## config.mk

```make
export PLATFORM = sky130hd
export DESIGN_NAME = video_out_packer
export DESIGN_NICKNAME = d
export VERILOG_FILES = /design/src/rtl/video_out_packer.sv
export SDC_FILE = /design/constraint.sdc
export NUM_CORES = 1
export LEC_CHECK = 0
export ABC_AREA = 1
export CORE_AREA = 2 2 122 154
export DETAILED_ROUTE_END_ITERATION = 8
export DIE_AREA = 0 0 124 156
export HOLD_SLACK_MARGIN = 0.03
export PLACE_DENSITY = 0.86
export SLEW_MARGIN = 0
export SYNTH_ARGS = -nofsm -noshare
export SYNTH_HDL_FRONTEND = slang
export SYNTH_SLANG_ARGS = --single-unit
export TNS_END_PERCENT = 5
```

## constraint.sdc

```tcl
create_clock -name clk -period 3.1 [get_ports clk]
set_input_delay 0.31 -clock clk [delete_from_list [all_inputs] [get_ports clk]]
set_output_delay 0.31 -clock clk [all_outputs]
set_load 0.03 [all_outputs]
```

## src/rtl/video_out_packer.sv

```systemverilog
// video_out_packer: re-frames a read-latency-1 pixel stream into Avalon-ST video with sop/eop from width/height.
// Define VIDEO_OUT_TYPE_HDR_EN to prefix each frame with a type-0 header beat.
module video_out_packer #(
    parameter int BITWIDTH   = 32,
    parameter int SKID_DEPTH = 4,
    parameter int SKID_AW    = 2
) (
    input  logic                clk,
    input  logic                rst,
    input  logic [BITWIDTH-1:0] in_data,
    input  logic                in_valid,
    output logic                in_ready,
    input  logic [15:0]         width,
    input  logic [15:0]         height,
    output logic [BITWIDTH-1:0] dout_data,
    output logic                dout_valid,
    input  logic                dout_ready,
    output logic                dout_sop,
    output logic                dout_eop,
    output logic                busy,
    output logic                frame_done,
    output logic                skid_overflow
);
`ifdef VIDEO_OUT_TYPE_HDR_EN
    typedef enum logic [1:0] {IDLE, HDR, ACTIVE, DONE} state_t;
`else
    typedef enum logic [1:0] {IDLE, ACTIVE, DONE} state_t;
`endif
    localparam logic [SKID_AW:0]   DEPTH = (SKID_AW+1)'(SKID_DEPTH);
    localparam logic [SKID_AW-1:0] LAST  = SKID_AW'(SKID_DEPTH - 1);

    state_t              state;
    logic [BITWIDTH-1:0] mem [SKID_DEPTH];
    logic [SKID_AW-1:0]  rd_ptr, wr_ptr;
    logic [SKID_AW:0]    occ;
    logic [15:0]         x, y, wm1, hm1;
    logic                rdy_d, active, hdr, full, rd, wr, first, last;

    always_comb begin
        active     = state == ACTIVE;
`ifdef VIDEO_OUT_TYPE_HDR_EN
        hdr        = state == HDR;
`else
        hdr        = 1'b0;
`endif
        full       = occ == DEPTH;
        first      = x == 16'd0 && y == 16'd0;
        last       = x == wm1 && y == hm1;
        dout_valid = hdr | (active & occ != '0);
        dout_data  = hdr ? '0 : mem[rd_ptr];
        rd         = active & occ != '0 & dout_ready;
        wr         = in_valid & (~full | rd);
        // counting the registered request reserves room for the beat still in flight
        in_ready   = active & ((occ + {{SKID_AW{1'b0}}, rdy_d}) < DEPTH);
`ifdef VIDEO_OUT_TYPE_HDR_EN
        dout_sop   = hdr;
`else
        dout_sop   = active & occ != '0 & first;
`endif
        dout_eop   = active & occ != '0 & last;
    end

    always_ff @(posedge clk)
        if (wr) mem[wr_ptr] <= in_data;

    always_ff @(posedge clk or negedge rst) begin
        if (!rst) begin
            state         <= IDLE;
            rd_ptr        <= '0;
            wr_ptr        <= '0;
            occ           <= '0;
            x             <= '0;
            y             <= '0;
            wm1           <= '0;
            hm1           <= '0;
            rdy_d         <= 1'b0;
            busy          <= 1'b0;
            frame_done    <= 1'b0;
            skid_overflow <= 1'b0;
        end else begin
            rdy_d      <= in_ready;
            frame_done <= 1'b0;
            if (wr) wr_ptr <= wr_ptr == LAST ? '0 : wr_ptr + 1'b1;
            if (rd) rd_ptr <= rd_ptr == LAST ? '0 : rd_ptr + 1'b1;
            occ <= occ + {{SKID_AW{1'b0}}, wr} - {{SKID_AW{1'b0}}, rd};
            if (in_valid & full & ~rd) skid_overflow <= 1'b1;
            case (state)
                IDLE: begin
                    wm1 <= width - 16'd1;
                    hm1 <= height - 16'd1;
                    x   <= '0;
                    y   <= '0;
                    if (width != 16'd0 && height != 16'd0) begin
`ifdef VIDEO_OUT_TYPE_HDR_EN
                        state <= HDR;
`else
                        state <= ACTIVE;
`endif
                        busy  <= 1'b1;
                    end
                end
`ifdef VIDEO_OUT_TYPE_HDR_EN
                HDR: if (dout_ready) state <= ACTIVE;
`endif
                ACTIVE: if (rd) begin
                    if (x == wm1) begin
                        x <= '0;
                        if (y == hm1) begin
                            y          <= '0;
                            state      <= DONE;
                            busy       <= 1'b0;
                            frame_done <= 1'b1;
                        end else y <= y + 16'd1;
                    end else x <= x + 16'd1;
                end
                default: state <= IDLE;
            endcase
        end
    end
endmodule

```

==> results.sh <==
export IMPL_hold_viol_final=0
export IMPL_place_gp_congestion=0.922
export IMPL_synth_compound_area_share_pct=8.75
export IMPL_ctsLongestPathBuffers=3
export IMPL_grt_pass1_vias=7619
export IMPL_dr_wl_met3_um=1360
export IMPL_via_per_inst=5.41
export IMPL_drt_initial_drc_count=485
export IMPL_worstPathMaxFanout=16
export IMPL_ys_warn_count=0
export IMPL_p_total_mw=9.20
export IMPL_route_detailed_drc=0
export IMPL_worstSetupStartpointType="flip-flop"
export IMPL_synthesis_nets=1192
export IMPL_synth_flop_cell="edfxtp_1"
export IMPL_cp_arrival_ns=2.49
export IMPL_place_ws_ns=0.488
export IMPL_synth_top_family_by_area="simple AND/OR/NAND/NOR gates"
export IMPL_synthArstFlopShare_pct=37.6
export IMPL_report_final_slew_viol_count=0
export IMPL_grt_max_degree=78
export IMPL_nets=1300
export IMPL_outcome="completed"
export IMPL_fin_crit_sh_pct=90.3
export IMPL_io_buffers=106
export IMPL_finalClockSkew_ns=0.00675
export IMPL_start_util_pct=56.3
export IMPL_path_class="reg -> out"
export IMPL_rsz0062_at_grt="no"
export IMPL_clock_root_buffer="clkbuf_16"
export IMPL_netlist_instances=1108
export IMPL_worst_slack_ns=0.300
export IMPL_syn_area_per_cell_um2=9.09
export IMPL_holdPathStages=3
export IMPL_wl_per_cell_um=14.9
export IMPL_dp_hpwl_um=14900
export IMPL_cap_viol_max_count=0
export IMPL_first_pass_iters=6
export IMPL_ios=107
export IMPL_synthSimpleGateAreaFrac_pct=22.3
export IMPL_fmax_mhz=357
export IMPL_synth_edf_count=128
export IMPL_slew_limit_headroom_pct=37.7
export IMPL_multi_input_area_um2=3730
export IMPL_grt_pass1_wl_um=35000
export IMPL_post_route_cell_area_um2=12000
export IMPL_wirelength_um=21700
export IMPL_post_cts_setup_buffer_count=0
export IMPL_cts_tree="done"
export IMPL_setup_violations_final=0
export IMPL_areaGrowthSynthToFinish_pct=18.9
export IMPL_regArea_um2=5770
export IMPL_tns_ns=0
export IMPL_power_density_nw_per_um2=768
export IMPL_min_period_ns=2.80
export IMPL_synthesis_area_um2=10100
export IMPL_hold_class="in -> reg"
export IMPL_met2_length_um=11200
export IMPL_synth_xor_area_share_pct=3.74
export IMPL_ir_drop_mv=0.425
export IMPL_fill_cells=1388
export IMPL_fin_hold_ws_ns=0.451
export IMPL_highest_layer="met4"
export IMPL_antenna_found_initial=1
export IMPL_grt_ovfl_total=0
export IMPL_drtAntennaViolNets=0
export IMPL_cts_max_level=1
export IMPL_drt_met1_wl_um=8560
export IMPL_path_clk_slew_ns=0.06
export IMPL_grt_total_usage_pct=22.8
export IMPL_std_cell_rows=55
export IMPL_die_area_um2=19300
export IMPL_die_h_um=156
export IMPL_reg2reg_depth=12
export IMPL_dieWidth_um=124
export IMPL_end_kind="primary output"
export IMPL_cts_buffers=20
export IMPL_clk_latency_ns=0.49
export IMPL_via_count=7892
export IMPL_power_leakage_nw=4.98
export IMPL_synthMuxAreaShare_pct=0
export IMPL_core_area_um2=17900
export IMPL_synthAdderAreaFrac_pct=2.06
export IMPL_yosysUniqueCellTypes=34
export IMPL_diodes=0
export IMPL_synth_seq_area_share_pct=57.3
export IMPL_tightest_slew_ns=0.935
export IMPL_cts_sinks=205
export IMPL_synth_seq_cells=205
export IMPL_dpl_cell_area_um2=11300
export IMPL_worstPathRequired_ns=2.79
export IMPL_drive_gt1_share_pct=8.86
==> cells by family (layout without fill, tap and decap cells) <==
family                     Yosys count  in the layout
adders and majority gates           16             16
buffers and inverters              148            270
and+or+nand+nor                    535            535
DFF                                205            205
xor gates and xnor gates            43             43
AOI/OAI and AO/OA                  161            161
==> placed cells by master, fill, tap and decap left out, drive strengths merged <==
cell	count
inv	115
clkinvlp	1
nand3b	2
bufinv	1
or2	2
a21oi	7
fa	1
dlygate4sd3	1
nand2	260
o21ai	115
nand3	48
edfxtp	128
clkdlybuf4s50	71
nand4	17
dfrtp	77
o22ai	32
clkbuf	32
buf	46
ha	15
o21a	1
nor4b	1
clkinv	1
o2111ai	1
xnor2	17
nor2	178
nor3b	1
nor3	23
dlymetal6s2s	1
nor4	3
dlygate4sd2	1
xor2	26
a31oi	4
o21bai	1
==> sequential cells by signal (all words and copies together), names as in the netlist, 2 cells and up <==
register	cells
hm1	16
wm1	16
y	16
occ	3
rd_ptr	2
state	2
wr_ptr	2
mem	128
x	16
==> cell usage after synthesis (5+ instances only) <==
library cell	number	area (µm²)
nand4_1	17	106
nor2_2	5	31.3
o21ai_0	109	546
edfxtp_1	128	3840
clkbuf_1	28	105
inv_1	109	409
xor2_1	26	228
a21oi_1	7	35.0
o22ai_1	32	200
xnor2_1	17	149
ha_1	15	188
o21ai_2	6	52.6
nand2_1	257	965
nor2_1	168	631
nor3_1	23	115
dfrtp_1	77	1930
nand3_1	48	240
==> layout make-up <==
| class | count | share of cell area [%] |
|---|---|---|
| clock buffer | 32 | 5.22 |
| clock inverter | 4 | 0.407 |
| inverter | 114 | 3.59 |
| multi-input combinational | 755 | 31.1 |
| sequential | 205 | 48.2 |
| tap | 228 | 2.38 |
| timing repair buffer | 120 | 9.08 |
==> critical path: stages, from the launching register on <==
cell and delay (ns):
dfrtp_1 0.43, inv_2 0.11, nand2_4 0.15, inv_4 0.20, nand2_4 0.10, inv_1 0.08, nand3_1 0.11, nor4b_1 0.38
dlygate4sd2_1 0.45
==> per-layer routing <==
layer  global-route usage [%]  up-vias
met3                     3.36       44
met2                     41.4      275
met5                        0        -
li1                         -     3895
met1                     26.8     3678
met4                     8.77        0
==> report_power, final <==
group / leakage, nW / internal, mW / switching, mW / total, mW
Combinational: 2.52 / 1.06 / 2.09 / 3.15
Clock: 0.330 / 1.47 / 0.961 / 2.43
Sequential: 2.13 / 3.40 / 0.232 / 3.63
Total: 4.98 / 5.92 / 3.28 / 9.20
==> worst paths after layout <==
path / end / from / slack, ns
worst max-delay path: dout_sop / state[1]$_DFFE_PN0P_ / 0.30
worst min-delay path: wm1[13]$_DFFE_PN0P_ / width[13] / 0.45
worst max register to register: occ[2]$_DFF_PN0_ / state[1]$_DFFE_PN0P_ / 0.66
worst min register to register: skid_overflow$_DFFE_PN0P_ / skid_overflow$_DFFE_PN0P_ / 0.49
max in group asynchronous: rd_ptr[0]$_DFFE_PN0N_ / rst / 1.94
min in group asynchronous: y[12]$_DFFE_PN0P_ / rst / 0.52
==> through the flow <==
| stage | utilization (%) | std cells |
|---|---|---|
| final | 66.9 | 1458 |
| after global placement | 63.1 | 1421 |
| after CTS | 66.9 | 1458 |
| after floorplan | - | 1108 |
| after global routing | 66.9 | 1458 |
| after detailed placement | 63.1 | 1421 |
==> repair_timing <==
action / 4_1_cts / 5_1_grt
hold endpoints to repair: 77 / 0
resized for setup: 1 / 1
pin swaps: 0 / 0
setup endpoints to repair: 1 / 1
cloned: 0 / 0
hold buffers: 1 / 0
Power figures use the tool's default switching activity.
